==> config.mk <==
export PLATFORM = sky130hd
export DESIGN_NAME = jt5205_interpolnx
export DESIGN_NICKNAME = d
export VERILOG_FILES = /design/src/rtl/jt5205_interpolnx.sv
export SDC_FILE = /design/constraint.sdc
export NUM_CORES = 1
export LEC_CHECK = 0
export ABC_AREA = 0
export CORE_MARGIN = 2
export CORE_UTILIZATION = 55
export DETAILED_ROUTE_END_ITERATION = 10
export DONT_BUFFER_PORTS = 1
export PLACE_DENSITY = 0.68
export SKIP_CTS_REPAIR_TIMING = 1
export SYNTH_ARGS = -nofsm -noshare
export SYNTH_HDL_FRONTEND = slang
export SYNTH_SLANG_ARGS = --single-unit
export TNS_END_PERCENT = 50
==> constraint.sdc <==
create_clock -name clk -period 6.7 [get_ports clk]
set_input_delay 1.005 -clock clk [delete_from_list [all_inputs] [get_ports clk]]
set_output_delay 1.005 -clock clk [all_outputs]
set_load 0.02 [all_outputs]
==> src/rtl/jt5205_interpolnx.sv <==
// jt5205_interpolnx -- N-times linear interpolator for the JT5205 ADPCM output.
//
// Takes decoder-rate samples on cen_in and emits N-1 evenly spaced
// intermediate points per input period on cen_out, where N = 2**LOG2N.
// With interp_en=0 the block is a zero-order hold with zero latency.
//
// Parameters
//   DW     sample width (signed two's complement)
//   LOG2N  interpolation factor exponent, 1..4
// Ports
//   clk        system clock
//   rst_n      asynchronous active-low reset
//   cen_in     one-cycle strobe, new sample on din
//   cen_out    one-cycle strobe at output rate
//   interp_en  1 = linear interpolation, 0 = zero-order hold
//   din        signed input sample
//   dout       signed interpolated sample
//   dout_stb   one-cycle pulse while dout shows a freshly written value
//   overrun    sticky: cen_out arrived with phase already at N-1
//   underrun   sticky: cen_in arrived before phase reached N-1
module jt5205_interpolnx #(
  parameter int DW    = 12,
  parameter int LOG2N = 2
) (
  input  logic                 clk,
  input  logic                 rst_n,
  input  logic                 cen_in,
  input  logic                 cen_out,
  input  logic                 interp_en,
  input  logic signed [DW-1:0] din,
  output logic signed [DW-1:0] dout,
  output logic                 dout_stb,
  output logic                 overrun,
  output logic                 underrun
);

  localparam int N  = 1 << LOG2N;
  localparam int AW = DW + LOG2N + 1;
  localparam logic [LOG2N-1:0] PH_LAST = LOG2N'(N - 1);

  logic signed [DW-1:0]  cur_q,   cur_d;
  logic signed [DW:0]    delta_q, delta_d;
  logic signed [AW-1:0]  acc_q,   acc_d;
  logic [LOG2N-1:0]      phase_q, phase_d;
  logic signed [DW-1:0]  dout_q,  dout_d;
  logic                  stb_q,   stb_d;
  logic                  ovr_q,   ovr_d;
  logic                  und_q,   und_d;
  // Mode latched at cen_in so a toggle only takes effect at the period edge.
  logic                  mode_q,  mode_d;
  // No period exists before the first cen_in, so that one cannot underrun.
  logic                  started_q, started_d;

  logic signed [DW:0]    delta_new;
  logic signed [AW-1:0]  acc_base;   // cur * N, the period's point 0
  logic signed [AW-1:0]  acc_step;   // acc + delta, the next point
  logic signed [AW-1:0]  acc_shr;

  always_comb begin
    delta_new = {din[DW-1], din} - {cur_q[DW-1], cur_q};
    acc_base  = AW'(cur_q) <<< LOG2N;
    acc_step  = acc_q + AW'(delta_q);
    // Arithmetic shift floors; the result is bounded by the two endpoint
    // samples so truncation back to DW bits never wraps.
    acc_shr   = acc_step >>> LOG2N;
  end

  always_comb begin
    cur_d     = cur_q;
    delta_d   = delta_q;
    acc_d     = acc_q;
    phase_d   = phase_q;
    dout_d    = dout_q;
    stb_d     = 1'b0;
    ovr_d     = ovr_q;
    und_d     = und_q;
    mode_d    = mode_q;
    started_d = started_q;

    if (cen_in) begin
      // cen_in wins over a coincident cen_out; that cen_out is dropped.
      mode_d    = interp_en;
      started_d = 1'b1;
      stb_d     = 1'b1;
      cur_d     = din;
      if (interp_en) begin
        acc_d   = acc_base;
        delta_d = delta_new;
        phase_d = '0;
        dout_d  = cur_q;          // one input period of latency
        if (started_q && phase_q != PH_LAST) und_d = 1'b1;
      end else begin
        acc_d   = AW'(din) <<< LOG2N;
        delta_d = '0;
        phase_d = PH_LAST;
        dout_d  = din;            // zero-order hold, no latency
      end
    end else if (cen_out && mode_q) begin
      if (phase_q != PH_LAST) begin
        acc_d   = acc_step;
        phase_d = phase_q + LOG2N'(1);
        dout_d  = acc_shr[DW-1:0];
        stb_d   = 1'b1;
      end else begin
        // Hold the last point rather than extrapolating past the target.
        ovr_d   = 1'b1;
      end
    end
  end

  always_ff @(posedge clk or negedge rst_n) begin
    if (!rst_n) begin
      cur_q     <= '0;
      delta_q   <= '0;
      acc_q     <= '0;
      phase_q   <= '0;
      dout_q    <= '0;
      stb_q     <= 1'b0;
      ovr_q     <= 1'b0;
      und_q     <= 1'b0;
      mode_q    <= 1'b1;
      started_q <= 1'b0;
    end else begin
      cur_q     <= cur_d;
      delta_q   <= delta_d;
      acc_q     <= acc_d;
      phase_q   <= phase_d;
      dout_q    <= dout_d;
      stb_q     <= stb_d;
      ovr_q     <= ovr_d;
      und_q     <= und_d;
      mode_q    <= mode_d;
      started_q <= started_d;
    end
  end

  assign dout     = dout_q;
  assign dout_stb = stb_q;
  assign overrun  = ovr_q;
  assign underrun = und_q;

endmodule

* Yosys cells after proc, flatten, opt, wreduce, memory -nomap -nowiden
Cells that the tools add are included.
Cells by class: add/subtract/negate cells 3, multiply operators 0, divide/modulo/power cells 0, $lt $le $gt $ge 0, eq/ne operators 1, shift operators 0, mux-type cells 16, bitwise operators 2, reductions and logical operators 7
Operator list (count):
- $mux 15 | 4
- $mux 12 | 4
- $add 15x13->15 | 1
- $mux 13 | 1
- $sub 12x12->13 | 1
- $mux 2 | 4
- $reduce_and 3->1 | 2
- $reduce_bool 2->1 | 2
- $mux 1 | 3
- $add 2x1->2 const B | 1
- $logic_and 1x1->1 | 2
- $ne 2x2->1 const B | 1
- $not 1->1 | 2
- $reduce_and 2->1 | 1
Storage, ports and cells: register bits after elaboration 59, latch bits 0, memory bits (writable) 0, bits in read-only memories 0, bits of input ports 17, output and inout port bits 15, word-level logic and storage cells 39, memories kept 0

* Logic depth before layout (Yosys ltp)
depth in word-level cells 4, gate-level depth with buffers 10, gate-level depth less buffers 10

* Worst setup path before layout
OpenSTA, ideal clock, no wires.
path kind input to register, start in din[0], end reg delta_q[8], setup time 121 ps, arrival 2700 ps, slack 3879 ps, stages 10, buffers on the path 0, cells stage by stage inv_1 ha_1 inv_1 fa_1 a21oi_1 o21ai_1 a2111oi_2 nor2_1 xor2_1 a22o_1
On the way: cells in the longest elaborated chain, start to end 2
RTL lines:
- start, declared | RTL line 30 | input logic signed [DW-1:0] din,
- $sub 12x12->13 | RTL line 60 | delta_new = {din[DW-1], din} - {cur_q[DW-1], cur_q};
- $mux 13 | RTL line 86 | if (interp_en) begin
- end signal, assigned | RTL line 125 | delta_q <= delta_d;
- end, declared | RTL line 42 | logic signed [DW:0] delta_q, delta_d;
No other way between the ends. A chain may end at the register's enable or synchronous reset.

* Final worst setup path
Ends and elaborated chain as after synthesis.

==> results.tsv <==
stage	metric	value	unit
status	outcome	complete, no violations	
sta	worst hold slack	0.390	ns
setup_path	Crit path required time	6.89	ns
yosys	cell count after synthesis	352	
grt	grt ovf	0	
placed_design	IO Port Bufs	0	
setup_path	CP Launch Type	input pin	
drt	met1 wire length	3.22	mm
drt	Top Layer Used	met4	
yosys	sequential area share after synthesis	36.0	%
yosys	Synth Area in Compound Gates	24.6	%
clock_tree	worst skew pair latency	0.30	ns
grt	largest net degree at the start of global routing	59	
yosys	Most used DFF post-synth	dfrtp_1	
placed_design	placed insts	398	
drt	met3 routed WL	310	µm
yosys	Cell variety after synth	58	
yosys	Yosys Warn Count	0	
yosys	Syn Nets	397	
clock_tree	H-Tree Depth	2	
power	Leakage	1.50	nW
floorplan	DIE WIDTH	80.3	µm
cells_and_area	Antenna diodes	0	
drt	1st-iter DRT viols	130	
drt	DRC viols	0	
floorplan	chip height	80.3	µm
yosys	Synth Area in Adders	11.4	%
power	worst vdd ir	0.124	mV
yosys	Post-Synth Simple-Gate Area	13.3	%
sta	final setup fails	0	
yosys	main combinational cell family by area after synthesis	compound AO/OA/AOI/OAI gates	
setup_path	critical path class	input pin to register	
cells_and_area	Filler cells	501	
clock_tree	clock sinks	46	
drt	drt first pass iters	4	
sta	unrepaired setup endpoints after global routing	no	
sta	Period minus WS final	2.69	ns
yosys	EDFF count, synth	0	
sta	Tightest Pin Transition	0.889	ns
placed_design	Post-DP HPWL	4.77	mm
floorplan	die area	6450	µm²
grt	antenna violations before repair	0	
clock_tree	CTS tree	yes	
yosys	XOR/XNOR share of the synthesized area	3.01	%
cells_and_area	non-filler cells, final	406	
placed_design	routability cong.	0.786	
sta	Post-Route Setup TNS	0	ns
setup_path	WP data arrival	2.88	ns
yosys	Post-Syn Area	3200	µm²
drt	Via density	6.02	
min_path	type of the tightest min-delay check	input pin to asynchronous set/reset pin	
flow_run	MaxCap Viol Count	0	
setup_path	crit path capture type	register	
yosys	Avg Synthesized Cell Area	9.10	µm²
clock_tree	CTS Buf Count	5	
cells_and_area	P&R area growth vs syn	1.76	%
sta	final hold viol count	0	
cells_and_area	footprint of the multi-input gates	1820	µm²
floorplan	Ports	32	
cells_and_area	sequential cell area	1150	µm²
yosys	post-synthesis mux area share	4.65	%
sta	Tcrit/Tclk final	40.1	%
drt	met2 WL	2.96	mm
floorplan	Starting Density	57.4	%
sta	Slew headroom	40.6	%
drt	WL final	6.58	mm
drt	routed vias	2443	
clock_tree	Max clock buf depth	2	
sta	Worst Clk Skew	0.00401	ns
floorplan	core box area	5570	µm²
grt	vias in the first global route	2410	
grt	first-pass GRT wire length	11.2	mm
grt	gr usage total	22.4	%
yosys	flops & latches, synth	46	
power	P per Cell Area	257	nW/µm²
yosys	async set-reset flop share out of synthesis	100	%
sta	Fmax	372	MHz
cells_and_area	share of layout cells above drive strength 1	6.29	%
setup_path	CP max FO	3	
sta	Slew Viols, Final	0	
cells_and_area	fin nets	378	
clock_tree	CTS root buf	clkbuf_8	
floorplan	Std-Cell Rows	27	
clock_tree	clock transition at the registers of the reported paths	0.09	ns
cells_and_area	commonest non-fill, non-tap cell in the layout	dfrtp_1	
drt	DR WL/cell	16.2	µm
drt	antenna-violating nets left	0	
cells_and_area	commonest cells after routing, fill and taps aside	dfrtp_1, nand2_1, a21oi_1, o21ai_0, ha_1	
## state kept, by name, indices dropped and copies added, names as in the netlist
name,count
acc_q,14
delta_q,13
cur_q,12
phase_q,2
dout_stb,1
mode_q,1
overrun,1
started_q,1
underrun,1
## critical path: stages
cell       delay [ns]
inv_1            0.05
ha_1             0.16
inv_1            0.05
fa_1             0.39
a21oi_1          0.19
o21ai_1          0.12
a2111oi_2        0.45
nor2_1           0.11
xor2_1           0.15
a22o_1           0.19
## power breakdown
part	switching, W	internal, W
Sequential	0.0000502	0.000314
Combinational	0.000144	0.000122
Clock	0.0000977	0.000110
Total	0.000292	0.000545
## Yosys cell counts, types with 4 or more instances
cell type | n | area share, %
a21o_1 | 9 | 2.1
and3_1 | 6 | 1.2
nand2b_1 | 4 | 0.78
nor3_1 | 8 | 1.3
ha_1 | 26 | 10
inv_1 | 21 | 2.5
nand2_1 | 33 | 3.9
o21ai_0 | 26 | 4.1
clkbuf_1 | 11 | 1.3
o211ai_1 | 4 | 0.94
nand3_1 | 7 | 1.1
mux2i_1 | 10 | 3.1
dfrtp_1 | 45 | 35
a21oi_1 | 26 | 4.1
a211oi_1 | 9 | 2.1
xnor2_1 | 8 | 2.2
a31oi_1 | 5 | 0.98
a211o_1 | 4 | 1.1
buf_4 | 12 | 2.8
nor2_1 | 15 | 1.8
o21a_1 | 5 | 1.2
## cells by family after synthesis
logic type | after synthesis
muxes | 14
buffers and inverters | 48
and+or+nand+nor | 88
AOI/OAI and AO/OA | 117
xor gates and xnor gates | 11
adders and majority gates | 28
DFF | 46
## metrics by stage
step           area [µm²]  setup slack, ns  total power, W  utilization [%]
3_5_place_dp         3150             3.70        0.000634             56.5
5_1_grt              3260             3.90        0.000896             58.5
4_1_cts              3260             4.01        0.000845             58.5
6_report             3260             4.01        0.000837             58.5
3_3_place_gp         3150             3.72        0.000627             56.5
2_1_floorplan        3200             3.88        0.000605                -
## worst paths after layout
| kind | startpoint | endpoint | slack [ns] | depth (start not counted) |
|---|---|---|---|---|
| worst max-delay path | din[0] | delta_q[8] | 4.01 | 10 |
| worst min-delay path | rst_n | delta_q[1] | 0.39 | 0 |
| worst max register to register | delta_q[0] | acc_q[12] | 4.20 | 8 |
| worst min register to register | started_q | started_q | 0.47 | 1 |
| max in group asynchronous | rst_n | mode_q | 6.14 | 0 |
| min in group clk | started_q | started_q | 0.47 | 1 |
## final cells by class
class | count | area share [%]
multi-input cells | 258 | 56.0
flip-flops and latches | 46 | 35.4
well taps | 72 | 2.76
inverters | 22 | 2.53
clock buffers | 5 | 2.11
clock inverters | 3 | 1.23
## routing by layer
layer  vias to the layer above  track usage [%]
met5                         -                0
met4                         0             6.61
met3                         8             5.17
met2                        47             34.7
met1                      1147             31.4
li1                       1241                -
Power figures use the tool's default switching activity.
